[src/rtl/vid_frame_capture_ctrl.sv]
// Frame-gating controller: arms on start, locks to the next SOF, forwards whole
// frames (counted or continuous) and flags geometry errors and lost beats.
module vid_frame_capture_ctrl #(
  parameter int unsigned WIDTH  = 1600,
  parameter int unsigned HEIGHT = 900,
  parameter int unsigned DW     = 24
) (
  input  logic          vid_clk,
  input  logic          rst_n,
  input  logic [DW-1:0] s_axis_tdata,
  input  logic          s_axis_tvalid,
  input  logic          s_axis_tuser,
  input  logic          s_axis_tlast,
  output logic          s_axis_tready,
  output logic [DW-1:0] m_axis_tdata,
  output logic          m_axis_tvalid,
  output logic          m_axis_tuser,
  output logic          m_axis_tlast,
  input  logic          m_axis_tready,
  input  logic          start,
  input  logic          stop,
  input  logic          continuous,
  input  logic [7:0]    frame_num,
  input  logic          err_clr,
  output logic          busy,
  output logic          done,
  output logic [7:0]    frames_done,
  output logic          err_line,
  output logic          err_frame,
  output logic          err_ovf
);

  localparam int unsigned CW = 16;
  localparam int unsigned FW = 8;

  typedef enum logic [1:0] {IDLE, ARM, PASS} state_e;

  state_e        state_q, state_d;
  logic [CW-1:0] x_cnt_q, x_cnt_d;
  logic [CW-1:0] y_cnt_q, y_cnt_d;
  logic [FW-1:0] frames_q, frames_d;
  logic [FW-1:0] fnum_q, fnum_d;
  logic          cont_q, cont_d;
  logic          stop_pend_q, stop_pend_d;
  logic          done_q, done_d;
  logic          err_line_q, err_line_d;
  logic          err_frame_q, err_frame_d;
  logic          err_ovf_q, err_ovf_d;

  logic          pass_c;
  logic          acc_c;
  logic          line_bad_c;
  logic          frame_end_c;
  logic [FW-1:0] frames_inc_c;

  // Zero-latency datapath; discarded beats are always consumed upstream.
  assign pass_c = (state_q == PASS) |
                  ((state_q == ARM) & s_axis_tvalid & s_axis_tuser);
  assign acc_c  = s_axis_tvalid & m_axis_tready & pass_c;

  assign m_axis_tdata  = s_axis_tdata;
  assign m_axis_tuser  = s_axis_tuser;
  assign m_axis_tlast  = s_axis_tlast;
  assign m_axis_tvalid = s_axis_tvalid & pass_c;
  assign s_axis_tready = pass_c ? m_axis_tready : 1'b1;

  assign line_bad_c   = CW'(x_cnt_q + CW'(1)) != CW'(WIDTH);
  assign frame_end_c  = y_cnt_q == CW'(HEIGHT - 1);
  assign frames_inc_c = frames_q + FW'(1);

  always_comb begin
    state_d     = state_q;
    x_cnt_d     = x_cnt_q;
    y_cnt_d     = y_cnt_q;
    frames_d    = frames_q;
    fnum_d      = fnum_q;
    cont_d      = cont_q;
    stop_pend_d = stop_pend_q;
    done_d      = 1'b0;
    err_line_d  = err_clr ? 1'b0 : err_line_q;
    err_frame_d = err_clr ? 1'b0 : err_frame_q;
    err_ovf_d   = (err_clr ? 1'b0 : err_ovf_q) |
                  (pass_c & s_axis_tvalid & ~m_axis_tready);

    unique case (state_q)
      IDLE: begin
        stop_pend_d = 1'b0;
        if (start) begin
          frames_d = '0;
          fnum_d   = (frame_num == FW'(0)) ? FW'(1) : frame_num;
          cont_d   = continuous;
          state_d  = ARM;
        end
      end
      ARM: begin
        // A stop coinciding with the locking SOF lets that frame finish.
        if (acc_c) begin
          state_d     = PASS;
          x_cnt_d     = CW'(1);
          y_cnt_d     = '0;
          stop_pend_d = stop;
        end else if (stop) begin
          state_d     = IDLE;
          done_d      = 1'b1;
          stop_pend_d = 1'b0;
        end
      end
      PASS: begin
        if (stop) stop_pend_d = 1'b1;
        if (acc_c) begin
          if (s_axis_tuser) begin
            // Premature SOF: this beat becomes pixel 0 of a fresh frame.
            err_frame_d = 1'b1;
            x_cnt_d     = CW'(1);
            y_cnt_d     = '0;
          end else if (s_axis_tlast) begin
            if (line_bad_c) err_line_d = 1'b1;
            x_cnt_d = '0;
            if (frame_end_c) begin
              y_cnt_d  = '0;
              frames_d = frames_inc_c;
              if (stop_pend_q | stop | (~cont_q & (frames_inc_c == fnum_q))) begin
                state_d     = IDLE;
                done_d      = 1'b1;
                stop_pend_d = 1'b0;
              end else begin
                state_d = ARM;
              end
            end else begin
              y_cnt_d = y_cnt_q + CW'(1);
            end
          end else begin
            x_cnt_d = x_cnt_q + CW'(1);
          end
        end
      end
      default: state_d = IDLE;
    endcase
  end

  always_ff @(posedge vid_clk or negedge rst_n) begin
    if (!rst_n) begin
      state_q     <= IDLE;
      x_cnt_q     <= '0;
      y_cnt_q     <= '0;
      frames_q    <= '0;
      fnum_q      <= '0;
      cont_q      <= 1'b0;
      stop_pend_q <= 1'b0;
      done_q      <= 1'b0;
      err_line_q  <= 1'b0;
      err_frame_q <= 1'b0;
      err_ovf_q   <= 1'b0;
    end else begin
      state_q     <= state_d;
      x_cnt_q     <= x_cnt_d;
      y_cnt_q     <= y_cnt_d;
      frames_q    <= frames_d;
      fnum_q      <= fnum_d;
      cont_q      <= cont_d;
      stop_pend_q <= stop_pend_d;
      done_q      <= done_d;
      err_line_q  <= err_line_d;
      err_frame_q <= err_frame_d;
      err_ovf_q   <= err_ovf_d;
    end
  end

  assign busy        = state_q != IDLE;
  assign done        = done_q;
  assign frames_done = frames_q;
  assign err_line    = err_line_q;
  assign err_frame   = err_frame_q;
  assign err_ovf     = err_ovf_q;

endmodule

[config.mk]
export PLATFORM = sky130hd
export DESIGN_NAME = vid_frame_capture_ctrl
export DESIGN_NICKNAME = d
export VERILOG_FILES = /design/src/rtl/vid_frame_capture_ctrl.sv
export SDC_FILE = /design/constraint.sdc
export NUM_CORES = 1
export LEC_CHECK = 0
export CORE_MARGIN = 2
export CORE_UTILIZATION = 54
export CTS_CLUSTER_SIZE = 40
export DETAILED_ROUTE_END_ITERATION = 7
export PLACE_DENSITY = 0.91
export SLEW_MARGIN = 20
export SYNTH_ARGS = -nofsm -noshare
export SYNTH_HDL_FRONTEND = slang
export SYNTH_SLANG_ARGS = --single-unit
[constraint.sdc]
create_clock -name vid_clk -period 3.5 [get_ports vid_clk]
set_input_delay 0.525 -clock vid_clk [delete_from_list [all_inputs] [get_ports vid_clk]]
set_output_delay 0.525 -clock vid_clk [all_outputs]
set_load 0.01 [all_outputs]
## Word level (Yosys, flattened, before mapping)

Index checks and enable logic that the tools add are counted.

- Register bits: 56
- Output and inout port bits: 41

- Add/subtract/negate cells: 3
- Equal/unequal tests: 13
- Muxes and demuxes: 56
- Bitwise gates (word level): 13
- Reduce and logical (&&, ||, !) cells: 12

Operators with widths:

| operator | number |
|---|---|
| $mux 16 | 9 |
| $pmux 16 s2 | 2 |
| $mux 8 | 6 |
| $add 16x1->16 const B | 2 |
| $mux 1 | 28 |
| $eq 16x10->1 const B | 1 |
| $ne 16x11->1 const B | 1 |
| $pmux 8 s2 | 1 |
| $mux 2 | 7 |
| $ne 2x2->1 const B | 6 |
| $reduce_and 6->1 | 2 |
| $add 8x1->8 const B | 1 |
| $eq 8x8->1 | 1 |
| $logic_not 8->1 | 1 |
| $and 1x1->1 | 7 |
| $ne 3x3->1 const B | 2 |
| $pmux 2 s3 | 1 |
| $reduce_bool 2->1 | 3 |
| $or 1x1->1 | 4 |
| $reduce_and 2->1 | 2 |
| $reduce_and 4->1 | 1 |
| $pmux 1 s3 | 1 |
| $reduce_and 3->1 | 1 |
| $reduce_bool 3->1 | 1 |
| 5 further kinds | 6 |

## Longest topological paths before layout

- Depth after elaboration: 10
- Gate-level depth with buffers: 9

## Least setup slack after synthesis

Ideal clock, no wire load.

- Kind: reg-to-reg
- Start: register y_cnt_q[0]
- End: register state_q[1]
- Setup time: 0.092 ns
- Data arrival time: 2.298 ns
- Data required time: 3.408 ns
- Slack: 1.111 ns
- Cell stages (with the launch flop): 8
- Buffers on the path: 1
- Period minus slack after synthesis: 2.389 ns
- Cell sequence: dfrtp_1 ha_1 or4b_2 or4_1 buf_6 o41ai_4 o211ai_2 o31ai_2

- Cells in the longest elaborated chain, start to end: 3

Ends and longest elaborated chain:

| element | RTL line | RTL |
|---|---|---|
| from (decl) | 40 | `logic [CW-1:0] y_cnt_q, y_cnt_d;` |
| from (signal assigned) | 157 | `y_cnt_q <= y_cnt_d;` |
| $eq 16x10->1 | 68 | `assign frame_end_c = y_cnt_q == CW'(HEIGHT - 1);` |
| $ne 2x2->1 (no line) | -- |  |
| $reduce_and 6->1 (no line) | -- |  |
| to (signal assigned) | 155 | `state_q <= state_d;` |
| to (decl) | 38 | `state_e state_q, state_d;` |

No other way between the ends.
A chain may end at the register's enable or synchronous reset.

## Worst setup path after layout

- Start: register y_cnt_q[0]
- End: register frames_q[2], in the netlist frames_done[2]

- Cells in the longest elaborated chain, start to end: 3

Ends and longest elaborated chain:

| element | RTL line | RTL |
|---|---|---|
| $eq 16x10->1 | 68 |  |
| $ne 2x2->1 (no line) | -- |  |
| $reduce_and 6->1 (no line) | -- |  |
| to (signal assigned) | 158 | `frames_q <= frames_d;` |
| to (decl) | 41 | `logic [FW-1:0] frames_q, frames_d;` |

No other way between the ends.

==> flow_metrics.py <==
metrics = {
    "sta": {
        "setup_viol": 0,
        "max_slew.worst_pin.slew_ns": 0.700,
        "whs_ns": 0.340,
        "hold_viol": 0,
        "maxSlewHeadroom_pct": 53.3,
        "fin_worst_skew_ns": 0.0170,
        "fmax_mhz": 370,
        "finalCritPeriodShare_pct": 77.2,
        "tns_ns": 0,
        "rsz0062_at_grt": "false",
        "period_minus_slack_ns": 2.70,
        "maxSlewViolCount": 0,
    },
    "global_routing": {
        "antenna_found_initial": 0,
        "grt_first_pass_wirelength_mm": 13.2,
        "grt_max_degree": 57,
        "gr-total-overflow": 0,
        "grtUsageTotal_pct": 22.3,
        "grt_pass1_vias": 2876,
    },
    "floorplan": {
        "rows": 29,
        "initial_utilization_pct": 55.6,
        "ios": 83,
        "die_x_um": 84.9,
        "die_h_um": 84.9,
        "die_area_mm2": 0.00720,
        "fp.coreArea_mm2": 0.00635,
    },
    "power": {
        "pwr-share-comb_pct": 24.4,
        "totalPowerFinal_mw": 1.60,
        "switching_share_pct": 30.2,
        "seq_power_share_pct": 49.9,
        "p_switching_uw": 482,
        "p_clk_share_pct": 25.7,
        "p_int_mw": 1.12,
        "powerDensity_mw_per_mm2": 419,
        "leakage_nw": 1.56,
        "max-vdd-ir-drop_mv": 0.273,
    },
    "yosys": {
        "yosys_register_bits": 56,
        "yosysSeqAreaShare_pct": 39.7,
        "syn_inst": 411,
        "ys.flop_type": "dfrtp_1",
        "synth_edf_count": 0,
        "async_flop_share_pct": 100,
        "synthesis.area_mm2": 0.00353,
        "ys_types": 48,
        "synth.avg_cell_area_um2": 8.59,
        "yosys_warnings": 0,
        "synth_nets": 461,
    },
    "placement": {
        "numPortBuffers": 34,
        "dp_hpwl_mm": 5.67,
        "gp_congestion": 0.923,
        "postPlaceCellArea_mm2": 0.00371,
        "dpl.cell_count": 483,
    },
    "clock_network": {
        "cts_inserted_buffers": 5,
        "holdBufCountCts": 0,
        "clk_pin_slew_ns": 0.10,
        "clock-sinks": 56,
        "clock_path_buffers": 2,
        "htree_num_levels": 2,
        "cts_tree": "built",
        "post_cts_buffers": 0,
        "cts-root-buf": "clkbuf_8",
        "postCtsResizedCells": 0,
        "insertion_delay_ns": 0.32,
    },
    "drt": {
        "vias": 3055,
        "drtIter0Drc": 266,
        "drtPass1Iterations": 4,
        "wire_per_inst_um": 16.1,
        "ant_nets": 0,
        "drc": 0,
        "wirelength_mm": 7.87,
        "viasPerCell": 6.25,
    },
    "critical_path": {
        "crit_required_ns": 3.68,
        "regToRegSetupSlack_ns": 0.80,
        "arrival_ns": 2.88,
        "reg2reg_to": "frames_done[2]",
        "reg2reg_from": "y_cnt_q[0]",
        "critical_path.endpoint_type": "register",
        "reg2reg_depth": 7,
        "critPathKind": "register to register",
        "cp-start-kind": "register",
        "crit_path_max_fanout": 14,
    },
    "flow_run": {
        "drv_cap": 0,
    },
    "layout": {
        "area_growth_pct": 8.01,
        "nNetsFinal": 463,
        "final_cell_area_mm2": 0.00381,
        "fillers": 514,
        "diodes": 0,
        "fin_cells": 489,
        "layout-drive-gt1-share_pct": 6.55,
    },
    "outcome": {
        "status": "completed",
    },
    "worst_hold_path": {
        "hp-class": "input pin to async pin",
    },
}
worst max path at each step:
| stage | startpoint | endpoint | slack (ns) | depth (start not counted) |
|---|---|---|---|---|
| 2_1_floorplan | y_cnt_q[0] | state_q[1] | 1.11 | 7 |
| 3_3_place_gp | s_axis_tuser | frames_done[5] | 0.69 | 7 |
| 3_5_place_dp | s_axis_tuser | frames_done[2] | 0.57 | 7 |
| 4_1_cts | y_cnt_q[0] | y_cnt_q[8] | 0.84 | 5 |
| 5_1_grt | y_cnt_q[0] | frames_done[2] | 0.49 | 7 |
| 6_report | y_cnt_q[0] | frames_done[2] | 0.80 | 7 |
final cells by class:
| cell class | instances | area [µm²] | area share (%) |
|---|---|---|---|
| timing repair buffer | 38 | 365 | 9.58 |
| clock inverter | 1 | 30.0 | 0.787 |
| multi-input combinational | 294 | 1780 | 46.8 |
| tap | 77 | 96.3 | 2.53 |
| inverter | 18 | 67.6 | 1.77 |
| clock buffer | 5 | 68.8 | 1.80 |
| sequential | 56 | 1400 | 36.7 |
synthesized netlist by cell type, types with 11 or more instances:
master / instances / area share, %
buf_4: 27 / 5.7
dfrtp_1: 56 / 40
clkbuf_1: 14 / 1.5
o21ai_0: 52 / 7.4
nand2_1: 54 / 5.7
nor2_1: 18 / 1.9
a21oi_1: 13 / 1.8
xor2_1: 11 / 2.7
nor3_1: 13 / 1.8
nand4_1: 14 / 2.5
inv_1: 18 / 1.9
nand3_1: 16 / 2.3
worst max-delay path: stages, from the launching register on:
cell and delay, ns:
dfrtp_1 0.39, ha_1 0.23, or4b_2 0.61, nor4_1 0.28, nand3b_1 0.43, o21a_1 0.35
o21ai_0 0.19, o21ai_0 0.11
flip-flops by register name, indices dropped and copies added (netlist names):
signal,cells
y_cnt_q,16
fnum_q,8
cont_q,1
err_frame,1
err_ovf,1
stop_pend_q,1
x_cnt_q,16
state_q,2
err_line,1
frames_done,8
done,1
cell usage in the layout (no fill, tap or decap), types with 13 or more instances in the layout:
cell / instances
dfrtp_1: 56
nand2_1: 54
o21ai_0: 52
clkdlybuf4s50_1: 33
inv_1: 18
nor2_1: 18
nand3_1: 16
nand4_1: 14
a21oi_1: 13
nor3_1: 13
logic make-up (layout without fill, tap and decap cells):
| kind of cell | Yosys count | in the layout | share of synthesized area [%] |
|---|---|---|---|
| adder cells (fa/ha/maj) | 8 | 8 | 2.83 |
| XOR/XNOR | 21 | 21 | 5.21 |
| AND/OR/NAND/NOR | 155 | 155 | 21.9 |
| flip-flops | 56 | 56 | 39.7 |
| AO/OA/AOI/OAI | 102 | 102 | 18.0 |
| multiplexers | 8 | 8 | 2.55 |
| buffers and inverters | 61 | 62 | 9.78 |
power by group through the flow:
stage | sequential (mW) | clock (mW) | combinational, mW
after floorplan | 0.791 | 0 | 0.297
after global placement | 0.801 | 0 | 0.368
after detailed placement | 0.808 | 0 | 0.388
after CTS | 0.796 | 0.409 | 0.389
after global routing | 0.806 | 0.438 | 0.435
final | 0.797 | 0.411 | 0.391
layer usage:
layer	global-route usage [%]	vias to the layer above	share of wire, %
met5	0	-	0
met4	8.23	0	2.0
met3	4.67	24	6.1
met2	36.6	127	48
met1	29.4	1457	43
li1	-	1447	-
stage by stage:
step / worst slack (ns) / util (%)
after floorplan: 1.11 / -
after global placement: 0.687 / 58.5
after detailed placement: 0.569 / 58.5
after CTS: 0.844 / 60.1
after global routing: 0.489 / 60.1
final: 0.797 / 60.1
(Power assumes the default switching activity.)
